**src/rtl/simon_decrypt.sv**
```systemverilog
// Simon 32/64 decryption core with a nibble-serial load/readout chain.
// Expands the key schedule forward to k31, then runs 32 inverse rounds while walking the schedule backwards.
module simon_decrypt (
  input  logic       i_clk,
  input  logic       i_rst,
  input  logic       i_shift,
  input  logic [3:0] i_data,
  input  logic       i_start,
  output logic [3:0] o_data,
  output logic       o_busy,
  output logic       o_done
);

  localparam logic [1:0] ST_IDLE    = 2'd0;
  localparam logic [1:0] ST_EXPAND  = 2'd1;
  localparam logic [1:0] ST_DECRYPT = 2'd2;
  localparam logic [1:0] ST_DONE    = 2'd3;

  localparam int unsigned EXPAND_STEPS = 28;
  localparam int unsigned ROUNDS       = 32;
  localparam int unsigned CNT_W        = 5;
  localparam int unsigned Z_IDX_W      = 6;

  localparam logic [15:0] C_CONST = 16'hFFFC;
  // z0 sequence; z[0] is the MSB of this literal
  localparam logic [61:0] Z0 = 62'b11111010001001010110000111001101111101000100101011000011100110;

  function automatic logic [15:0] ror1(input logic [15:0] a);
    return {a[0], a[15:1]};
  endfunction

  function automatic logic [15:0] ror3(input logic [15:0] a);
    return {a[2:0], a[15:3]};
  endfunction

  function automatic logic [15:0] round_f(input logic [15:0] a);
    return ({a[14:0], a[15]} & {a[7:0], a[15:8]}) ^ {a[13:0], a[15:14]};
  endfunction

  logic [1:0]       state, state_d;
  logic [CNT_W-1:0] cnt, cnt_d;
  logic [63:0]      r_key, key_d;
  logic [31:0]      r_block, block_d;
  logic             busy_d, done_d;

  logic [15:0]        blk_x, blk_y;
  logic [15:0]        exp_t, exp_top;
  logic [15:0]        rev_t, rev_bot;
  logic [Z_IDX_W-1:0] z_fwd_idx, z_rev_idx;
  logic               z_fwd, z_rev;

  assign blk_x = r_block[31:16];
  assign blk_y = r_block[15:0];

  // Forward schedule step: produce k[i+4] from the window k[i]..k[i+3]
  assign z_fwd_idx = Z_IDX_W'(61) - Z_IDX_W'(cnt);
  assign z_fwd     = Z0[z_fwd_idx];
  assign exp_t     = ror3(r_key[63:48]) ^ r_key[31:16];
  assign exp_top   = C_CONST ^ {15'b0, z_fwd} ^ r_key[15:0] ^ exp_t ^ ror1(exp_t);

  // Reverse schedule step: recover k[27-j] from the window k[28-j]..k[31-j]
  assign z_rev_idx = Z_IDX_W'(34) + Z_IDX_W'(cnt);
  assign z_rev     = (cnt <= CNT_W'(EXPAND_STEPS - 1)) ? Z0[z_rev_idx] : 1'b0;
  assign rev_t     = ror3(r_key[47:32]) ^ r_key[15:0];
  assign rev_bot   = r_key[63:48] ^ C_CONST ^ {15'b0, z_rev} ^ rev_t ^ ror1(rev_t);

  always_comb begin
    state_d = state;
    cnt_d   = cnt;
    key_d   = r_key;
    block_d = r_block;
    case (state)
      ST_IDLE, ST_DONE: begin
        if (i_shift) begin
          key_d   = {i_data, r_key[63:4]};
          block_d = {r_key[3:0], r_block[31:4]};
          state_d = ST_IDLE;
        end else if (i_start) begin
          state_d = ST_EXPAND;
          cnt_d   = '0;
        end
      end
      ST_EXPAND: begin
        key_d = {exp_top, r_key[63:16]};
        if (cnt == CNT_W'(EXPAND_STEPS - 1)) begin
          state_d = ST_DECRYPT;
          cnt_d   = '0;
        end else begin
          cnt_d = cnt + CNT_W'(1);
        end
      end
      ST_DECRYPT: begin
        block_d = {blk_y, blk_x ^ round_f(blk_y) ^ r_key[63:48]};
        key_d   = {r_key[47:0], rev_bot};
        cnt_d   = cnt + CNT_W'(1);
        if (cnt == CNT_W'(ROUNDS - 1)) begin
          state_d = ST_DONE;
        end
      end
      default: state_d = ST_IDLE;
    endcase
    busy_d = (state_d == ST_EXPAND) || (state_d == ST_DECRYPT);
    done_d = (state_d == ST_DONE);
  end

  always_ff @(posedge i_clk or posedge i_rst) begin
    if (i_rst) begin
      state   <= ST_IDLE;
      cnt     <= '0;
      r_key   <= '0;
      r_block <= '0;
      o_busy  <= 1'b0;
      o_done  <= 1'b0;
    end else begin
      state   <= state_d;
      cnt     <= cnt_d;
      r_key   <= key_d;
      r_block <= block_d;
      o_busy  <= busy_d;
      o_done  <= done_d;
    end
  end

  assign o_data = r_block[3:0];

endmodule

```
**config.mk**
```make
export PLATFORM = sky130hd
export DESIGN_NAME = simon_decrypt
export DESIGN_NICKNAME = d
export VERILOG_FILES = /design/src/rtl/simon_decrypt.sv
export SDC_FILE = /design/constraint.sdc
export NUM_CORES = 1
export LEC_CHECK = 0
export CAP_MARGIN = 15
export CORE_MARGIN = 2
export CORE_UTILIZATION = 40
export DETAILED_ROUTE_END_ITERATION = 7
export PLACE_DENSITY = 0.57
export SETUP_SLACK_MARGIN = 0.3
export SYNTH_ARGS = -nofsm -noshare
export SYNTH_HDL_FRONTEND = slang
export SYNTH_SLANG_ARGS = --single-unit
```
**constraint.sdc**
```tcl
create_clock -name i_clk -period 3.9 [get_ports i_clk]
set_input_delay 1.17 -clock i_clk [delete_from_list [all_inputs] [get_ports i_clk]]
set_output_delay 1.17 -clock i_clk [all_outputs]
set_load 0.01 [all_outputs]
```
==> metrics.md <==
| Metric | Value |
|---|---|
| RePlAce Congestion | `0.878` |
| P&R area growth vs syn | `7.29%` |
| WL per Instance | `19.3 um` |
| Post-cts sizing count | `0` |
| Detailed-router iteration count before antenna repair | `5` |
| Die Span X | `137 um` |
| Least-Margin Pin Slew | `0.967 ns` |
| Synth Area in Simple Gates | `5.90%` |
| CTS sink cnt | `105` |
| Clock latency on the worst-skew pair | `0.35 ns` |
| Antenna viol nets, final | `0` |
| GRT Util Overall | `20.3%` |
| Critical-path maximum fanout | `101` |
| Die Area | `18700 um2` |
| P_int | `3.62 mW` |
| Post-synthesis sequential area ratio | `37.3%` |
| Synthesized area per cell | `9.59 um2` |
| Boundary Pins | `14` |
| Max Slew Vio Count | `0` |
| Maxcap violations | `0` |
| Most crowded layer after global routing | `met2` |
| Post-synthesis mux area share | `12.1%` |
| Switching Share | `42.4%` |
| Compound-cell area share of the yosys netlist | `18.7%` |
| Vias | `5361` |
| Port Buffers | `13` |
| Most frequent cells in the layout | `107 x xnor2_1, 105 x dfrtp_1, 84 x nand2_1, 74 x mux2i_1, 59 x a21oi_1` |
| Worst VDD drop | `0.000255 V` |
| Clock Tree Buf Depth | `2` |
| Mapped Nets | `756` |
| Root buf cell | `clkbuf_16` |
| Number of global-route vias before repair | `5286` |
| Ys Warns | `0` |
| Hold Crit Class | `reg2reg` |
| Pwr Density | `833 nW/um2` |
| Combinational share of power | `47.0%` |
| Largest net degree at the start of global routing | `106` |
| FF+latch count, synth | `105` |
| Cts hold-fix bufs | `0` |
| Critical path class | `reg2reg` |
| Die H | `137 um` |
| Ys async rst share | `100%` |
| Setup bufs post-CTS | `0` |
| Clock power share | `15.4%` |
| Mapped Cells | `734` |
| Fin crit period | `2.76 ns` |
| Setup violators final | `0` |
| Synth cell types | `42` |
| TritonCTS Buffers | `9` |
| Starting density of the core | `40.8%` |
| Setup crit end kind | `flip-flop` |
| Worst EP required | `4.13 ns` |
| Initial antenna violation count | `0` |
| Max frequency | `0.362 GHz` |
| RSZ-0062 raised after global routing | `false` |
| HPWL Detailed | `11800 um` |
| Worst slew margin | `35.5%` |
| Synth Flop Type | `dfrtp_1` |
| Final worst-path cycle share | `70.7%` |
| Sw power | `2.67 mW` |
| Gr ovfl total | `0` |
| Grt met2 use | `32.2%` |
| Most common cell after layout, fill and taps aside | `xnor2_1` |
| Vias per cell | `5.80` |
| Final TNS setup | `0 ns` |
| Ant diodes | `0` |
| Routed WL | `17800 um` |
| Site row count | `48` |
| Met1 Track Usage GR | `27.2%` |
| DRC viols | `0` |
| Core Box Area | `17200 um2` |
| CP arrival | `2.99 ns` |
| Main combinational cell family by area after synthesis | `XOR/XNOR gates` |
| CTS tree | `yes` |
| Final Hold Fails | `0` |
| Reg power frac | `37.7%` |
| Number of synthesized flops with an enable pin | `0` |
| CP Launch Type | `flip-flop` |
| Met3 usage | `2.56%` |
| Xor and xnor area share after synthesis | `18.9%` |
| Cell Area, Synth | `7040 um2` |
| CTS clk-pin slew, worst paths | `0.07 ns` |
| Fin util | `43.8%` |
| Clock H-tree levels | `3` |
| Clock skew | `0.00852 ns` |
| Final net count | `716` |
| Synth Area in Adders | `2.49%` |
| Share of cells above drive strength 1 | `6.01%` |
| Status | `completed` |
| First-pass GRT wire length | `29200 um` |
| Leakage | `2.95 nW` |
| Starting DRT DRC Count | `393` |
-- synthesized netlist by cell type (2+ instances only) --
library cell  instances  area [um2]
xnor2_1             107         937
dfrtp_1             105        2630
nand2_1              84         315
mux2i_1              74         741
a21oi_1              59         295
a221oi_1             54         473
clkbuf_1             53         199
o21ai_1              42         210
xor2_1               39         342
o21ai_0              19        95.1
ha_1                 14         175
mux2_2               10         113
buf_1                 7        26.3
inv_1                 7        26.3
buf_2                 6        30.0
a22oi_1               5        37.5
o221ai_1              5        43.8
buf_4                 4        30.0
nand3_1               3        15.0
nor2b_1               3        18.8
o211ai_1              3        22.5
a211oi_1              2        15.0
a21boi_1              2        15.0
a22o_1                2        17.5
a31oi_1               2        12.5
nand2b_1              2        12.5
nand3b_1              2        15.0
nor2_1                2        7.51
nor3_1                2        10.0
o31ai_1               2        15.0
xnor2_2               2        32.5
-- sequential cells by signal, indices dropped and copies added, names as in the netlist --
name     flops
o_done       1
state        2
r_key       64
cnt          5
o_busy       1
r_block     32
-- power by group through the flow --
| stage | clock (mW) | sequential, mW | combinational, mW |
|---|---|---|---|
| after floorplan | 0 | 1.93 | 2.68 |
| after global placement | 0 | 2.37 | 2.92 |
| after detailed placement | 0 | 2.38 | 2.96 |
| after CTS | 0.988 | 2.36 | 2.98 |
| after global routing | 1.03 | 2.43 | 3.26 |
| final | 0.966 | 2.37 | 2.95 |
-- per-stage QoR --
stage / instance area, um2 / hold WS [ns] / worst slack [ns] / instances / total power, mW
floorplan: 7040 / 0.492 / 1.47 / 734 / 4.62
global placement: 7240 / 0.509 / 1.18 / 908 / 5.30
detailed placement: 7240 / 0.521 / 1.14 / 908 / 5.34
CTS: 7550 / 0.538 / 1.18 / 924 / 6.33
global route: 7550 / 0.557 / 0.987 / 924 / 6.72
finish: 7550 / 0.534 / 1.14 / 924 / 6.29
-- cell type report --
| class | count | area [um2] |
|---|---|---|
| Tap cell | 225 | 282 |
| Fill cell | 1633 | 9680 |
| Clock buffer | 14 | 274 |
| Timing Repair Buffer | 20 | 193 |
| Sequential cell | 105 | 2630 |
| Multi-Input combinational cell | 550 | 4110 |
| Clock inverter | 2 | 35.0 |
| Inverter | 8 | 33.8 |
-- cell families (layout without fill, tap and decap cells) --
family / count (synthesis) / in the layout
DFF: 105 / 105
adders and majority gates: 14 / 14
xor gates and xnor gates: 149 / 149
buffers and inverters: 79 / 44
AOI/OAI and AO/OA: 202 / 202
muxes: 84 / 84
and+or+nand+nor: 101 / 101
-- path summary, 6_finish.rpt --
| check | start | endpoint | slack, ns | depth (start not counted) |
|---|---|---|---|---|
| worst max-delay path | state[0] | o_busy | 1.14 | 6 |
| worst min-delay path | r_block[31] | r_block[31] | 0.53 | 2 |
| worst max register to register | state[0] | o_busy | 1.14 | 6 |
| worst min register to register | r_block[31] | r_block[31] | 0.53 | 2 |
| max in group asynchronous | i_rst | r_key[36] | 2.11 | 3 |
| min in group asynchronous | i_rst | r_block[16] | 1.32 | 3 |
-- worst max-delay path: stages (launching register included) --
cell and delay [ns]:
dfrtp_1 0.37, inv_1 0.08, ha_4 0.47, buf_4 0.80, nand2b_1 0.42, nand2_1 0.16, ha_1 0.29
-- per-layer routing --
| layer | vias up | share of wire (%) | routed length [um] |
|---|---|---|---|
| met1 | 2699 | 46 | 8250 |
| met2 | 119 | 47 | 8450 |
| li1 | 2511 | - | - |
| met3 | 32 | 3.5 | 632 |
| met4 | 0 | 2.8 | 508 |
| met5 | - | 0 | 0 |
No activity file was read; power rests on OpenSTA's default activity.
